$ cat src/rtl/mem_bist_ctrl_if.sv
// Memory-side bus between the BIST controller and the memory under test.
// The controller owns we/addr/write; the memory returns read data.
interface mem_bist_ctrl_if #(
    parameter int N = 8
) ();
    logic         mem_we;
    logic [N-1:0] mem_addr;
    logic [N-1:0] mem_write;
    logic [N-1:0] mem_read;

    modport master (
        output mem_we,
        output mem_addr,
        output mem_write,
        input  mem_read
    );

    modport slave (
        input  mem_we,
        input  mem_addr,
        input  mem_write,
        output mem_read
    );
endinterface

$ cat src/rtl/mem_bist_ctrl.sv
// Memory BIST controller: writes pattern(a) to every address of a 2^N-word
// memory, then reads each word back (one cycle of read latency allowed) and
// counts mismatches, recording the first failing address.
// Optional build macro MEM_BIST_INVERT_EN adds a second write/read pass with
// the inverted pattern ~a; results accumulate across both passes.
module mem_bist_ctrl #(
    parameter int N = 8
) (
    input  logic                   clk,
    input  logic                   rst,
    input  logic                   start,
    mem_bist_ctrl_if.master        mem,
    output logic                   busy,
    output logic                   done,
    output logic                   pass,
    output logic [N-1:0]           fail_addr,
    output logic [N-1:0]           err_count
);

    typedef enum logic [2:0] {
        IDLE     = 3'd0,
        WRITE    = 3'd1,
        RD_ADDR  = 3'd2,
        RD_CHECK = 3'd3,
        DONE     = 3'd4
    } state_t;

    localparam logic [N-1:0] LAST = '1;
    localparam logic [N-1:0] ONE  = {{(N-1){1'b0}}, 1'b1};

    state_t       state, state_nx;
    logic [N-1:0] cnt, cnt_nx;
    logic         inv, inv_nx;
    logic [N-1:0] err_nx, fail_nx;
    logic         pass_nx;
    logic         mismatch;
    logic [N-1:0] wr_last;

    // Test pattern for an address; the inverted pass writes the complement.
    function automatic logic [N-1:0] pattern(input logic [N-1:0] a, input logic invert);
        return invert ? ~a : a;
    endfunction

    // Error counter increment that sticks at all-ones.
    function automatic logic [N-1:0] sat_inc(input logic [N-1:0] v);
        return (v == LAST) ? v : v + ONE;
    endfunction

    // Next-state, address counter and result bookkeeping.
    always_comb begin
        state_nx = state;
        cnt_nx   = cnt;
        inv_nx   = inv;
        err_nx   = err_count;
        fail_nx  = fail_addr;
        pass_nx  = pass;
        mismatch = 1'b0;
        case (state)
            IDLE: begin
                if (start) begin
                    state_nx = WRITE;
                    cnt_nx   = '0;
                    inv_nx   = 1'b0;
                    err_nx   = '0;
                    fail_nx  = '0;
                end
            end
            WRITE: begin
                if (cnt == LAST) begin
                    cnt_nx   = '0;
                    state_nx = RD_ADDR;
                end else begin
                    cnt_nx = cnt + ONE;
                end
            end
            RD_ADDR: begin
                state_nx = RD_CHECK;
            end
            RD_CHECK: begin
                mismatch = (mem.mem_read != pattern(cnt, inv));
                if (mismatch) begin
                    // err_count is still zero only before the first mismatch of the run
                    if (err_count == '0) begin
                        fail_nx = cnt;
                    end
                    err_nx = sat_inc(err_count);
                end
                if (cnt == LAST) begin
`ifdef MEM_BIST_INVERT_EN
                    if (!inv) begin
                        inv_nx   = 1'b1;
                        cnt_nx   = '0;
                        state_nx = WRITE;
                    end else begin
                        state_nx = DONE;
                        pass_nx  = (err_nx == '0);
                    end
`else
                    state_nx = DONE;
                    pass_nx  = (err_nx == '0);
`endif
                end else begin
                    cnt_nx   = cnt + ONE;
                    state_nx = RD_ADDR;
                end
            end
            DONE: begin
                state_nx = IDLE;
            end
            default: begin
                state_nx = IDLE;
            end
        endcase
    end

    // State, counter and result registers; reset abandons any run in progress.
    always_ff @(posedge clk or posedge rst) begin
        if (rst) begin
            state     <= IDLE;
            cnt       <= '0;
            inv       <= 1'b0;
            err_count <= '0;
            fail_addr <= '0;
            pass      <= 1'b0;
        end else begin
            state     <= state_nx;
            cnt       <= cnt_nx;
            inv       <= inv_nx;
            err_count <= err_nx;
            fail_addr <= fail_nx;
            pass      <= pass_nx;
        end
    end

    // Remember the last driven write data so it is held outside WRITE.
    always_ff @(posedge clk or posedge rst) begin
        if (rst) begin
            wr_last <= '0;
        end else begin
            wr_last <= mem.mem_write;
        end
    end

    assign mem.mem_we    = (state == WRITE);
    assign mem.mem_addr  = cnt;
    assign mem.mem_write = (state == WRITE) ? pattern(cnt, inv) : wr_last;
    assign busy          = (state == WRITE) || (state == RD_ADDR) || (state == RD_CHECK);
    assign done          = (state == DONE);

endmodule

$ cat src/flat_wrapper.sv
// flat-port wrapper written by rule: the top's interface ports become plain ports
module mem_bist_ctrl_flat 
#(
    parameter int N = 8
)
  (clk, rst, start, busy, done, pass, fail_addr, err_count, mem_mem_we, mem_mem_addr, mem_mem_write, mem_mem_read);
  mem_bist_ctrl_if #(.N(N)) mem_i ();
  input  logic clk;
  input  logic rst;
  input  logic start;
  output logic busy;
  output logic done;
  output logic pass;
  output logic [N-1:0] fail_addr;
  output logic [N-1:0] err_count;
  output wire logic [$bits(mem_i.mem_we)-1:0] mem_mem_we;
  output wire logic [$bits(mem_i.mem_addr)-1:0] mem_mem_addr;
  output wire logic [$bits(mem_i.mem_write)-1:0] mem_mem_write;
  input wire logic [$bits(mem_i.mem_read)-1:0] mem_mem_read;
  assign mem_mem_we = mem_i.mem_we;
  assign mem_mem_addr = mem_i.mem_addr;
  assign mem_mem_write = mem_i.mem_write;
  assign mem_i.mem_read = mem_mem_read;
  mem_bist_ctrl #(.N(N)) u_core (.clk(clk), .rst(rst), .start(start), .mem(mem_i), .busy(busy), .done(done), .pass(pass), .fail_addr(fail_addr), .err_count(err_count));
endmodule
$ cat config.mk
export PLATFORM = sky130hd
export DESIGN_NAME = mem_bist_ctrl_flat
export DESIGN_NICKNAME = d
export VERILOG_FILES = /design/src/rtl/mem_bist_ctrl_if.sv /design/src/rtl/mem_bist_ctrl.sv /design/src/flat_wrapper.sv
export SDC_FILE = /design/constraint.sdc
export NUM_CORES = 1
export LEC_CHECK = 0
export ABC_AREA = 1
export CORE_AREA = 8 8 110 82
export DETAILED_ROUTE_END_ITERATION = 10
export DIE_AREA = 0 0 118 90
export HOLD_SLACK_MARGIN = 0.1
export PLACE_DENSITY = 0.56
export SLEW_MARGIN = 20
export SYNTH_ARGS = -nofsm -noshare
export SYNTH_HDL_FRONTEND = slang
export SYNTH_SLANG_ARGS = --single-unit
$ cat constraint.sdc
create_clock -name clk -period 2.2 [get_ports clk]
set_clock_uncertainty 0.2 [all_clocks]
set_input_delay 0.66 -clock clk [delete_from_list [all_inputs] [get_ports clk]]
set_output_delay 0.66 -clock clk [all_outputs]
set_load 0.005 [all_outputs]
# After elaboration in Yosys (flattened, before gate mapping)
# Index checks and enable logic that the tools add are counted.
classes:
  n_addsub: 2
  eq_ne: 12
  muxes: 16
  reduce_logical: 12
op_table:
  columns: ["operator", "count"]
  rows:
  - ["8-bit 2-to-1 mux", 9]
  - ["8-bit case mux with 2 select lines", 2]
  - ["8-bit case mux with 3 select lines", 1]
  - ["8-bit by 1-bit adder with 8-bit output, second input constant", 2]
  - ["8-bit == test, second input constant", 2]
  - ["8-bit zero test", 2]
  - ["3-bit case mux with 4 select lines", 1]
  - ["3-bit 2-to-1 mux", 3]
  - ["8-bit inequality test", 1]
  - ["3-bit by 2-bit == test with 1-bit output, second input constant", 2]
  - ["2-bit by 1-bit inequality test with 1-bit output, second input constant", 3]
  - ["2-bit AND reduction", 3]
  - ["2-bit inequality test, second input constant", 2]
  - ["4-bit AND reduction", 1]
  - ["3-bit by 1-bit == test with 1-bit output, second input constant", 1]
  - ["3-bit == test, second input constant", 1]
  - ["3-bit zero test", 1]
  - ["3-bit AND reduction", 1]
  - ["3-bit nonzero test", 1]
  - ["1-bit logical OR", 2]
  - ["2-bit nonzero test", 1]
totals:
  regBits: 36
  in_bits: 11
  elab_cells: 48

# Longest topological paths before layout
logic_depth:
  depth_word: 5
  depth_mapped: 14
  depth_no_buf: 13

# Worst setup path before layout
# OpenSTA, ideal clock, no wires.
synth_path:
  path_type: "reg-to-output"
  from: "reg u_core.state[2]"
  to: "out mem_mem_write[4]"
  arrival_time_ps: 1327
  t_required_ps: 1340
  slack_ps: 13
  stages_incl_launch_ff: 7
  path_buffers: 1
  path_cell_list: "dfrtp_1 -> nor2_4 -> inv_1 -> nor2_1 -> inv_1 -> buf_6 -> o21ai_0"
synth_between:
  elab_chain_cells: 2
synth_rtl:
  columns: ["element", "line_no", "rtl"]
  rows:
  - ["from (decl)", "mem_bist_ctrl.sv:31", "state_t state, state_nx;"]
  - ["from (signal assigned)", "mem_bist_ctrl.sv:126", "state <= state_nx;"]
  - ["3-bit by 1-bit == test with 1-bit output", null, null]
  - ["via mem_mem_we", "flat_wrapper.sv:16", "output wire logic [$bits(mem_i.mem_we)-1:0] mem_mem_we;"]
  - ["8-bit 2-to-1 mux", "mem_bist_ctrl.sv:146", "assign mem.mem_write = (state == WRITE) ? pattern(cnt, inv) : wr_last;"]
  - ["to (decl)", "flat_wrapper.sv:18", "output wire logic [$bits(mem_i.mem_write)-1:0] mem_mem_write;"]
# The timed path passes the listed nets, and every way through them passes these cells.

# Worst setup path after layout
layout_path:
  from: "reg u_core.state[2]"
  to: "out mem_mem_write[4]"
layout_between:
  elab_chain_cells: 2
layout_rtl:
  columns: ["element", "line_no"]
  rows:
  - ["3-bit by 1-bit == test with 1-bit output", "mem_bist_ctrl.sv:146"]
  - ["8-bit 2-to-1 mux", "mem_bist_ctrl.sv:146"]
# Every way passes these cells.

==> impl_metrics.env <==
export IMPL_detail_route_iter0_violations=103
export IMPL_finalSetupViolations=9
export IMPL_wire_per_inst_um=14.22
export IMPL_dieArea_um2=10620
export IMPL_hold_path_cell_count=2
export IMPL_swShare=0.2490
export IMPL_fraction_of_the_mapped_netlist_area_in_compound_gates=0.1372
export IMPL_clock_slew_at_the_register_clock_pins_of_the_worst_setup_and_hold_paths_ps=90
export IMPL_worst_r2r_path_depth=11
export IMPL_hold_path_endpoint="u_core.wr_last[0]"
export IMPL_antenna_found_initial=0
export IMPL_worst_slew_pin_transition_ps=382.9
export IMPL_cts_path_max_buffers=2
export IMPL_fp_dieH_um=90
export IMPL_setup_worst_path_class="reg2out"
export IMPL_globalRouteOverflowTotal=0
export IMPL_finalNonFillerCells=476
export IMPL_start_util=0.2859
export IMPL_yosys_mux_area_fraction=0
export IMPL_synth_simple_gate_area_frac=0.2902
export IMPL_max_slew_margin_rel=0.7424
export IMPL_worstSetupStartpointType="register"
export IMPL_nFillCells=751
export IMPL_largest_family_of_logic_cells_by_synthesized_area="simple AND/OR/NAND/NOR gates"
export IMPL_firstDrtPassIters=4
export IMPL_io_pins=47
export IMPL_finalWirelength_um=6769
export IMPL_final_setup_worst_slack_ps=-298.0
export IMPL_power_per_cell_area_nw_per_um2=366.7
export IMPL_final_layout_size_suffix_gt1_frac=0.3227
export IMPL_grt_max_degree=37
export IMPL_sequentialPowerShare=0.546
export IMPL_synth_async_reset_ratio=1.000
export IMPL_yosys_most_used_dff="sky130_fd_sc_hd__dfrtp_1"
export IMPL_final_estimated_routing_congestion_in_global_placement=0.8563
export IMPL_netSwitchingPower_w=0.0003015
export IMPL_numPortBuffers=46
export IMPL_ys_top_cells_by_area="sky130_fd_sc_hd__dfrtp_1 42%, sky130_fd_sc_hd__nand2_1 15%, sky130_fd_sc_hd__inv_1 6.2%, sky130_fd_sc_hd__o21ai_1 4.5%, sky130_fd_sc_hd__o21ai_0 4.2%"
export IMPL_fmax_mhz=400.3
export IMPL_place_hpwl_um=4761
export IMPL_timing_final_hold_violations=0
export IMPL_ys_warn_count=0
export IMPL_timing_critical_path_required_ps=1340
export IMPL_grt_first_pass_wirelength_um=11010
export IMPL_yosys_area_top_type="sky130_fd_sc_hd__dfrtp_1"
export IMPL_timing_max_cap_violations=0
export IMPL_end_kind="output pin"
export IMPL_antennaDiodeCount=0
export IMPL_antenna_left=0
export IMPL_fin_total_pwr_w=0.001211
export IMPL_rrSetupSlack_ps=110
export IMPL_synth_yosys_seq_area_share=0.4220
export IMPL_critical_path_arrival_ps=1640
export IMPL_final_net_count=388
export IMPL_leakage_power_summed_over_all_cells_nw=1.630
export IMPL_area_growth_pct=54.69
export IMPL_route_vias_total=2191
export IMPL_num_rows=27
export IMPL_global_route_usage_total=0.1255
export IMPL_critical_path_reg2reg_endpoint="u_core.mem.mem_addr[7]"
export IMPL_fp_coreArea_um2=7466
export IMPL_comb_power_share=0.051
export IMPL_synth_top_cell_area_share=0.4220
export IMPL_unrepaired_setup_endpoints_after_global_routing="true"
export IMPL_hold_buffers=0
export IMPL_power_ir_vdd_worst_mv=0.2010
export IMPL_mappedNetlistArea_um2=2135
export IMPL_post_synth_fa_ha_maj_area_fraction=0.01758
export IMPL_finalCriticalPeriod_ps=2498
export IMPL_synth_lib_cells_used_distinct=32
export IMPL_failed_checks="setup timing"
export IMPL_fin_crit_sh=1.135
export IMPL_numCtsBuffers=5
export IMPL_dpl_cell_count=451
export IMPL_cell_internal_pwr_w=0.0009092
export IMPL_synth_xor_xnor_area_share=0.03165
export IMPL_worst_r2r_startpoint="u_core.mem.mem_addr[0]"
export IMPL_viasPerCell=4.603
export IMPL_grt_pass1_vias=2124
export IMPL_syn_num_nets=293
export IMPL_clk_insertion_delay_late_ps=300
export IMPL_holdCritPathClass="reg2reg"
export IMPL_synth_edff_count=0
export IMPL_final_seq_area_um2=904.6
export IMPL_hold_start="u_core.wr_last[0]"
export IMPL_clkSinkCount=36
export IMPL_clkPwrFrac=0.403
export IMPL_drv_slew=0
export IMPL_die_w_um=118
export IMPL_whs_ps=275.5
export IMPL_cts_htree_levels=2
export IMPL_synthesis_instances=279
export IMPL_outcome="finished with violations"
export IMPL_drcViolationCount=0
export IMPL_ys_seq_elements=36
export IMPL_cts_root_buf="sky130_fd_sc_hd__clkbuf_8"
export IMPL_synth_area_per_cell_um2=7.651
export IMPL_multiInputGateArea_um2=1174
export IMPL_cp_max_fo=5
export IMPL_clock_tree_from_tritoncts="yes"
[Yosys cell counts (all sizes together), types with 2 or more instances]
master and count:
dfrtp 36, o21ai 39, nand2 91, nor3 2, xnor2 5, o22ai 6
nand3 19, buf 5, nor2 21, inv 40, a21oi 2, ha 3
nand4 2
[critical path, cell delays in order (launching register included)]
cell and delay [ps]:
sky130_fd_sc_hd__dfrtp_1 410, sky130_fd_sc_hd__nor2_4 120, sky130_fd_sc_hd__inv_2 60, sky130_fd_sc_hd__nor2_4 150
sky130_fd_sc_hd__clkinvlp_4 180, sky130_fd_sc_hd__buf_4 180, sky130_fd_sc_hd__o21ai_4 110, sky130_fd_sc_hd__buf_2 130
[timing repair]
| item | CTS | global route |
|---|---|---|
| endpoints found under the setup margin | 17 | 36 |
| gates cloned | 1 | 1 |
| buffers inserted | 9 | 6 |
| pin swaps | 6 | 15 |
| resized for setup | 60 | 45 |
[layer usage]
metal,vias to the layer above,global-route usage,wire length (um)
li1,1084,-,-
met1,1032,0.1796,3366
met2,68,0.1846,2954
met3,7,0.02748,384
met4,0,0.03401,63
met5,-,0,0
[worst max path at each step]
| stage | startpoint | to | slack [ps] | depth (start not counted) |
|---|---|---|---|---|
| floorplan | u_core.state[2] | mem_mem_write[4] | 10 | 6 |
| global placement | u_core.state[0] | mem_mem_write[2] | -420 | 9 |
| detailed placement | u_core.state[0] | mem_mem_write[1] | -460 | 9 |
| CTS | u_core.state[0] | mem_mem_write[4] | -280 | 8 |
| global route | u_core.state[2] | mem_mem_write[4] | -390 | 7 |
| finish | u_core.state[2] | mem_mem_write[4] | -300 | 7 |
[area by class of cell]
type,instances,share of cell area
Clock buffer,5,0.02084
Clock inverter,3,0.005684
Inverter,41,0.04888
Multi-Input combinational cell,197,0.3554
Sequential cell,36,0.2740
Tap cell,101,0.03827
Timing Repair Buffer,92,0.2546
Timing Repair inverter,1,0.002274
[state kept, by name (all words and copies together) (netlist names)]
register and cells:
u_core.pass 1, u_core.fail_addr 8, u_core.mem.mem_addr 8, u_core.wr_last 8
u_core.state 3, u_core.err_count 8
[cell usage in the layout (no fill, tap or decap), types with 6 or more instances in the layout]
cell | netlist | routed
sky130_fd_sc_hd__buf_2 | 0 | 9
sky130_fd_sc_hd__buf_4 | 0 | 36
sky130_fd_sc_hd__buf_6 | 5 | 8
sky130_fd_sc_hd__clkdlybuf4s50_1 | 0 | 24
sky130_fd_sc_hd__dfrtp_1 | 36 | 33
sky130_fd_sc_hd__dlymetal6s2s_1 | 0 | 11
sky130_fd_sc_hd__inv_1 | 35 | 31
sky130_fd_sc_hd__inv_2 | 4 | 8
sky130_fd_sc_hd__nand2_1 | 83 | 77
sky130_fd_sc_hd__nand2_2 | 7 | 11
sky130_fd_sc_hd__nand3_1 | 17 | 16
sky130_fd_sc_hd__nor2_1 | 14 | 10
sky130_fd_sc_hd__nor2_4 | 3 | 6
sky130_fd_sc_hd__o21ai_0 | 18 | 15
sky130_fd_sc_hd__o21ai_1 | 19 | 14
sky130_fd_sc_hd__o21ai_4 | 0 | 7
sky130_fd_sc_hd__o22ai_1 | 6 | 6
[power by group through the flow]
stage               Clock, W  Combinational [W]  Sequential, W
floorplan                  0          0.0000240       0.000674
global placement           0          0.0000590       0.000674
detailed placement         0          0.0000589       0.000674
CTS                 0.000502          0.0000596       0.000661
global route        0.000532          0.0000685       0.000661
finish              0.000488          0.0000617       0.000661
[metrics by stage]
step / setup TNS, ps / instance area [um^2] / util / setup WS (ps)
6_report: -2368 / 3302 / 0.4423 / -298.0
5_1_grt: -3161 / 3302 / 0.4423 / -388.3
4_1_cts: -2453 / 3108 / 0.4163 / -284.2
3_5_place_dp: -6854 / 2919 / 0.3910 / -455.6
3_3_place_gp: -6457 / 2919 / 0.3910 / -417.8
2_1_floorplan: 0 / 2135 / - / 12.75
[logic make-up after synthesis]
| kind of cell | Yosys count |
|---|---|
| AOI/OAI and AO/OA | 51 |
| and+or+nand+nor | 136 |
| xor gates and xnor gates | 6 |
| adders and majority gates | 3 |
| buffers and inverters | 47 |
| DFF | 36 |
No activity file was read; power rests on OpenSTA's default activity.
